[src/rtl/vend_controller_if.sv]
// Signal bundle between the vending controller and its coin/select front end and display manager.
interface vend_controller_if;
  logic       nickel;
  logic       dime;
  logic       quarter;
  logic       sel_a;
  logic       sel_b;
  logic       sel_c;
  logic       sel_d;
  logic       cancel;
  logic       apple;
  logic       banana;
  logic       carrot;
  logic       date;
  logic       error;
  logic [7:0] credit;
  logic       coin_return;
  logic       refund_valid;
  logic [7:0] refund;

  modport master (
    output nickel, dime, quarter, sel_a, sel_b, sel_c, sel_d, cancel,
    input  apple, banana, carrot, date, error, credit, coin_return, refund_valid, refund
  );

  modport slave (
    input  nickel, dime, quarter, sel_a, sel_b, sel_c, sel_d, cancel,
    output apple, banana, carrot, date, error, credit, coin_return, refund_valid, refund
  );
endinterface

[src/rtl/vend_controller.sv]
// Vending sequencer: credit accounting, vend/error decisions and post-event lockout.
// Optional feature macro VEND_AUTO_REFUND_EN refunds leftover credit the cycle after a vend.
module vend_controller #(
  parameter int PRICE_A     = 25,
  parameter int PRICE_B     = 40,
  parameter int PRICE_C     = 55,
  parameter int PRICE_D     = 75,
  parameter int HOLD_CYCLES = 6
) (
  input logic              clk,
  input logic              reset,
  vend_controller_if.slave bus
);
  typedef enum logic {IDLE, LOCK} state_t;

  localparam logic [6:0] P_A        = 7'(PRICE_A);
  localparam logic [6:0] P_B        = 7'(PRICE_B);
  localparam logic [6:0] P_C        = 7'(PRICE_C);
  localparam logic [6:0] P_D        = 7'(PRICE_D);
  localparam logic [3:0] HOLD_LOAD  = 4'(HOLD_CYCLES - 1);
  localparam logic [7:0] MAX_CREDIT = 8'd95;

  function automatic logic [7:0] to_bcd(input logic [6:0] v);
    return {4'(v / 7'd10), 4'(v % 7'd10)};
  endfunction

  state_t     state_q, state_d;
  logic [3:0] cnt_q, cnt_d;
  logic [6:0] credit_q, credit_d;
  logic [7:0] credit_bcd_q;
  logic [7:0] refund_q, refund_d;
  logic [3:0] fruit_q, fruit_d;
  logic       error_q, error_d;
  logic       coin_ret_q, coin_ret_d;
  logic       refund_v_q, refund_v_d;
`ifdef VEND_AUTO_REFUND_EN
  logic       pend_q, pend_d;
`endif

  logic [2:0] coins;
  logic [3:0] sels;
  logic       multi_coin, multi_sel;
  logic [6:0] coin_val;
  logic [7:0] coin_sum;
  logic [6:0] price;

  assign coins      = {bus.nickel, bus.dime, bus.quarter};
  assign sels       = {bus.sel_a, bus.sel_b, bus.sel_c, bus.sel_d};
  assign multi_coin = (coins & (coins - 3'd1)) != '0;
  assign multi_sel  = (sels & (sels - 4'd1)) != '0;
  assign coin_val   = bus.quarter ? 7'd25 : (bus.dime ? 7'd10 : 7'd5);
  assign coin_sum   = {1'b0, credit_q} + {1'b0, coin_val};
  assign price      = bus.sel_a ? P_A : (bus.sel_b ? P_B : (bus.sel_c ? P_C : P_D));

  always_comb begin
    state_d    = state_q;
    cnt_d      = cnt_q;
    credit_d   = credit_q;
    refund_d   = refund_q;
    fruit_d    = '0;
    error_d    = 1'b0;
    coin_ret_d = 1'b0;
    refund_v_d = 1'b0;
`ifdef VEND_AUTO_REFUND_EN
    pend_d     = 1'b0;
`endif
    case (state_q)
      IDLE: begin
        // Coins outrank cancel, cancel outranks selects.
        if (coins != '0) begin
          if (multi_coin || coin_sum > MAX_CREDIT) coin_ret_d = 1'b1;
          else                                     credit_d   = coin_sum[6:0];
        end else if (bus.cancel) begin
          if (credit_q != '0) begin
            refund_v_d = 1'b1;
            refund_d   = to_bcd(credit_q);
            credit_d   = '0;
          end
        end else if (sels != '0) begin
          state_d = LOCK;
          cnt_d   = HOLD_LOAD;
          if (multi_sel || credit_q < price) begin
            error_d = 1'b1;
          end else begin
            credit_d = credit_q - price;
            fruit_d  = sels;
`ifdef VEND_AUTO_REFUND_EN
            pend_d   = 1'b1;
`endif
          end
        end
      end
      LOCK: begin
        coin_ret_d = coins != '0;
        if (cnt_q == '0) state_d = IDLE;
        else             cnt_d   = cnt_q - 4'd1;
`ifdef VEND_AUTO_REFUND_EN
        if (pend_q && credit_q != '0) begin
          refund_v_d = 1'b1;
          refund_d   = to_bcd(credit_q);
          credit_d   = '0;
        end
`endif
      end
      default: state_d = IDLE;
    endcase
  end

  always_ff @(posedge clk) begin
    if (reset) begin
      state_q      <= IDLE;
      cnt_q        <= '0;
      credit_q     <= '0;
      credit_bcd_q <= '0;
      refund_q     <= '0;
      fruit_q      <= '0;
      error_q      <= 1'b0;
      coin_ret_q   <= 1'b0;
      refund_v_q   <= 1'b0;
`ifdef VEND_AUTO_REFUND_EN
      pend_q       <= 1'b0;
`endif
    end else begin
      state_q      <= state_d;
      cnt_q        <= cnt_d;
      credit_q     <= credit_d;
      credit_bcd_q <= to_bcd(credit_d);
      refund_q     <= refund_d;
      fruit_q      <= fruit_d;
      error_q      <= error_d;
      coin_ret_q   <= coin_ret_d;
      refund_v_q   <= refund_v_d;
`ifdef VEND_AUTO_REFUND_EN
      pend_q       <= pend_d;
`endif
    end
  end

  assign bus.apple        = fruit_q[3];
  assign bus.banana       = fruit_q[2];
  assign bus.carrot       = fruit_q[1];
  assign bus.date         = fruit_q[0];
  assign bus.error        = error_q;
  assign bus.credit       = credit_bcd_q;
  assign bus.coin_return  = coin_ret_q;
  assign bus.refund_valid = refund_v_q;
  assign bus.refund       = refund_q;
endmodule

[src/flat_wrapper.sv]
// flat-port wrapper written by rule: the top's interface ports become plain ports
module vend_controller_flat 
#(
  parameter int PRICE_A     = 25,
  parameter int PRICE_B     = 40,
  parameter int PRICE_C     = 55,
  parameter int PRICE_D     = 75,
  parameter int HOLD_CYCLES = 6
)
  (clk, reset, bus_nickel, bus_dime, bus_quarter, bus_sel_a, bus_sel_b, bus_sel_c, bus_sel_d, bus_cancel, bus_apple, bus_banana, bus_carrot, bus_date, bus_error, bus_credit, bus_coin_return, bus_refund_valid, bus_refund);
  vend_controller_if bus_i ();
  input logic clk;
  input logic reset;
  input wire logic [$bits(bus_i.nickel)-1:0] bus_nickel;
  input wire logic [$bits(bus_i.dime)-1:0] bus_dime;
  input wire logic [$bits(bus_i.quarter)-1:0] bus_quarter;
  input wire logic [$bits(bus_i.sel_a)-1:0] bus_sel_a;
  input wire logic [$bits(bus_i.sel_b)-1:0] bus_sel_b;
  input wire logic [$bits(bus_i.sel_c)-1:0] bus_sel_c;
  input wire logic [$bits(bus_i.sel_d)-1:0] bus_sel_d;
  input wire logic [$bits(bus_i.cancel)-1:0] bus_cancel;
  output wire logic [$bits(bus_i.apple)-1:0] bus_apple;
  output wire logic [$bits(bus_i.banana)-1:0] bus_banana;
  output wire logic [$bits(bus_i.carrot)-1:0] bus_carrot;
  output wire logic [$bits(bus_i.date)-1:0] bus_date;
  output wire logic [$bits(bus_i.error)-1:0] bus_error;
  output wire logic [$bits(bus_i.credit)-1:0] bus_credit;
  output wire logic [$bits(bus_i.coin_return)-1:0] bus_coin_return;
  output wire logic [$bits(bus_i.refund_valid)-1:0] bus_refund_valid;
  output wire logic [$bits(bus_i.refund)-1:0] bus_refund;
  assign bus_i.nickel = bus_nickel;
  assign bus_i.dime = bus_dime;
  assign bus_i.quarter = bus_quarter;
  assign bus_i.sel_a = bus_sel_a;
  assign bus_i.sel_b = bus_sel_b;
  assign bus_i.sel_c = bus_sel_c;
  assign bus_i.sel_d = bus_sel_d;
  assign bus_i.cancel = bus_cancel;
  assign bus_apple = bus_i.apple;
  assign bus_banana = bus_i.banana;
  assign bus_carrot = bus_i.carrot;
  assign bus_date = bus_i.date;
  assign bus_error = bus_i.error;
  assign bus_credit = bus_i.credit;
  assign bus_coin_return = bus_i.coin_return;
  assign bus_refund_valid = bus_i.refund_valid;
  assign bus_refund = bus_i.refund;
  vend_controller #(.PRICE_A(PRICE_A), .PRICE_B(PRICE_B), .PRICE_C(PRICE_C), .PRICE_D(PRICE_D), .HOLD_CYCLES(HOLD_CYCLES)) u_core (.clk(clk), .reset(reset), .bus(bus_i));
endmodule
[config.mk]
export PLATFORM = sky130hd
export DESIGN_NAME = vend_controller_flat
export DESIGN_NICKNAME = d
export VERILOG_FILES = /design/src/rtl/vend_controller_if.sv /design/src/rtl/vend_controller.sv /design/src/flat_wrapper.sv
export SDC_FILE = /design/constraint.sdc
export NUM_CORES = 1
export LEC_CHECK = 0
export CORE_UTILIZATION = 52
export DETAILED_ROUTE_END_ITERATION = 6
export PLACE_DENSITY = 0.77
export SLEW_MARGIN = 40
export SYNTH_ARGS = -nofsm -noshare
export SYNTH_HDL_FRONTEND = slang
export SYNTH_SLANG_ARGS = --single-unit
[constraint.sdc]
create_clock -name clk -period 6.8 [get_ports clk]
set_input_delay 1.36 -clock clk [delete_from_list [all_inputs] [get_ports clk]]
set_output_delay 1.36 -clock clk [all_outputs]
set_load 0.05 [all_outputs]
==> flow_metrics.tcl <==
set metrics [dict create \
    start_util 0.555 \
    drive_above_1_share 0.286 \
    whs_endpoint "u_core.bus.refund[7]$_SDFFE_PP0P_" \
    first_pass_iters 5 \
    finalCritPeriodShare 0.978 \
    synth_seq_cells 34 \
    postRouteAntennaNets 0 \
    yosys_most_used_dff "dfxtp_1" \
    synth_edf_count 0 \
    worstPathMaxFanout 4 \
    run_status "finished, final reports clean" \
    clock_latency_ps 290 \
    antenna_found_initial 0 \
    wl_met2_um 4820 \
    grt_pass1_wl_um 14700 \
    area_growth_syn_to_layout_pct 43.3 \
    worstSetupPathType "in2reg" \
    grt_overflow_total 0 \
    regToRegEndpoint "u_core.bus.credit[1]$_SDFF_PP0_" \
    critPathMaxStageDelay_ps 420 \
    post-route-drc-count 0 \
    synth_top_area_share 0.233 \
    p_total_mw 0.997 \
    fin_skew_ps 7.75 \
    ys_seq_area_frac 0.233 \
    powerDensity_nw_per_um2 238 \
    finalHoldViolations 0 \
    cts.sinks 34 \
    final_area_um2 4190 \
    io_pins 33 \
    min-delay-start "u_core.bus.refund[7]$_SDFFE_PP0P_" \
    synthCells 381 \
    cts.path.max_buffers 2 \
    timing.fmax_ghz 0.150 \
    syn-num-nets 412 \
    ys_warn_count 0 \
    hp-class "reg2reg" \
    drtIter0Drc 309 \
    viasPerCell 6.19 \
    drv_cap 0 \
    reg2reg_slack_ps 750 \
    crit_family "compound AO/OA/AOI/OAI gates" \
    cp-end-kind "register" \
    worstMarginPinSlew_ps 760 \
    holdPathStages 2 \
    place_congestion 0.965 \
    yosysTopAreaCell "dfxtp_1" \
    port-buffer-count 32 \
    cp_num_buf_inv 6 \
    final_nets 516 \
    wirelength_um 9720 \
    maxUsedRoutingLayer "met4" \
    grt_use_total 0.310 \
    cts_tree "yes" \
    fill_cells 367 \
    grt_max_degree 32 \
    setup_viol_count_final 0 \
    maxSlewViolCount 0 \
    synth-async-reset-ratio 0 \
    synthTopCellsByArea "dfxtp_1 23%, ha_1 8.1%, nor2_1 6.2%" \
    grt_pass1_vias 3184 \
    startpoint_type "primary input" \
    vias 3444 \
    dr_wl_met3_um 577 \
    rr_startpoint "u_core.credit_q[4]$_SDFF_PP0_" \
    dp_hpwl_um 6630 \
    coreArea_um2 5270 \
    synth_cell_types 76 \
    syn_area_um2 2930 \
    rows 26 \
    die_x_um 77.0 \
    reg2reg_depth 25 \
    wl_met1_um 4080 \
    cts_buffers 5 \
    irDropWorstVdd_mv 0.248 \
    dpl-instance-area_um2 3880 \
    die_area_um2 5930 \
    cp.required_ps 6980 \
    n_antenna_cell 0 \
    final_core_util 0.795 \
    cts-root-buf "clkbuf_8" \
    slew_headroom 0.493 \
    post_drt_wl_per_cell_um 17.5 \
    arrival_ps 6830 \
    syn_area_per_cell_um2 7.68 \
    leakage_nw 1.77 \
    fp.dieH_um 77.0 \
    cts_htree_levels 2 \
    min_period_ps 6650 \
    worst_path_max_delay_cell "or3b_4" \
    clkSlewWorstSetupHoldPaths_ps 70 \
]
layout make-up:
type                    instances  area [µm²]  area share
repair buffers                113         922       0.220
flip-flops and latches         34         681       0.162
clock inverters                 2        12.5     0.00299
well taps                      70        87.6      0.0209
clock buffers                   6        82.6      0.0197
multi-input cells             306        2310       0.552
inverters                      25        93.8      0.0224
routing by layer:
layer  vias up  GRT usage
met1      1624      0.391
met4         0      0.117
li1       1621          -
met5         -          0
met3        36     0.0405
met2       163      0.535
cell usage in the layout, fill, tap and decap left out, types with 6 or more instances in the layout:
cell type,Yosys,final
clkbuf_8,0,6
buf_4,1,79
mux2i_1,12,12
ha_1,19,14
dfxtp_1,34,34
nand2b_1,9,7
nand2_1,26,26
nand3_1,7,7
a21oi_1,27,24
xnor2_1,11,10
clkdlybuf4s50_1,0,27
inv_1,24,23
nor3_1,11,10
a31oi_1,6,6
o21ai_0,18,18
nor2_1,48,47
power breakdown:
part | leakage, nW | switching [mW] | total, mW | internal, mW
sequential | 0.277 | 0.0221 | 0.240 | 0.218
combinational | 1.45 | 0.319 | 0.600 | 0.281
clock | 0.0472 | 0.0747 | 0.156 | 0.0813
cell families after synthesis:
kind of cell / synth area share
fa+ha+maj: 0.0984
buf+inv: 0.0547
xor+xnor: 0.0419
flops: 0.233
compound gates: 0.293
mux: 0.0488
simple gates: 0.231
flip-flops by register name (all words and copies together), names as in the netlist:
signal / count
u_core.bus.coin_return: 1
u_core.bus.credit: 8
u_core.bus.error: 1
u_core.bus.refund: 8
u_core.bus.refund_valid: 1
u_core.cnt_q: 4
u_core.credit_q: 6
u_core.fruit_q: 4
u_core.state_q: 1
cell usage after synthesis, types with 3 or more instances:
cell and n:
nor2_1 48, dfxtp_1 34, a21oi_1 27, nand2_1 26, inv_1 24, ha_1 19
o21ai_0 18, mux2i_1 12, clkbuf_1 11, nor3_1 11, xnor2_1 11, nand2b_1 9
nand3_1 7, a31oi_1 6, and2_1 6, nor2b_1 5, o21a_1 5, o22ai_1 5
a211oi_1 4, a22oi_1 4, o211ai_1 4, o221ai_1 4, or2_2 4, a221oi_1 3
o31ai_1 3, o41ai_1 3, or3_1 3, xor2_1 3
worst min-delay path: cells and delay by family (launching register included):
family,cells,cell delay [ps]
flops,1,320
simple gates,1,50
compound gates,1,50
worst max-delay path by stage:
| stage | startpoint | to | slack (ps) | cells past startpoint |
|---|---|---|---|---|
| after floorplan | bus_quarter | u_core.bus.credit[1]$_SDFF_PP0_ | 4 | 25 |
| after global placement | bus_quarter | u_core.bus.credit[1]$_SDFF_PP0_ | -360 | 28 |
| after detailed placement | bus_quarter | u_core.bus.credit[1]$_SDFF_PP0_ | -620 | 28 |
| after CTS | bus_dime | u_core.bus.credit[1]$_SDFF_PP0_ | 90 | 26 |
| after global routing | bus_sel_a | u_core.bus.credit[1]$_SDFF_PP0_ | -20 | 28 |
| final | bus_dime | u_core.bus.credit[1]$_SDFF_PP0_ | 150 | 28 |
timing repair:
item	in CTS	in global routing
endpoints found under the setup margin	3	3
resized for setup	14	24
buffers inserted	4	7
pin swaps	11	22
hold buffers	0	0
endpoints found under the hold margin	0	0
metrics by stage:
step	hold WS, ps	instances	setup WS [ps]	TNS [ps]
2_1_floorplan	461	381	4.37	0
3_3_place_gp	450	537	-358	-835
3_5_place_dp	452	537	-616	-1780
4_1_cts	463	549	91.1	0
5_1_grt	494	556	-19.4	-19.4
6_report	462	556	147	0
Note: power is estimated with default switching activity, not from simulation.
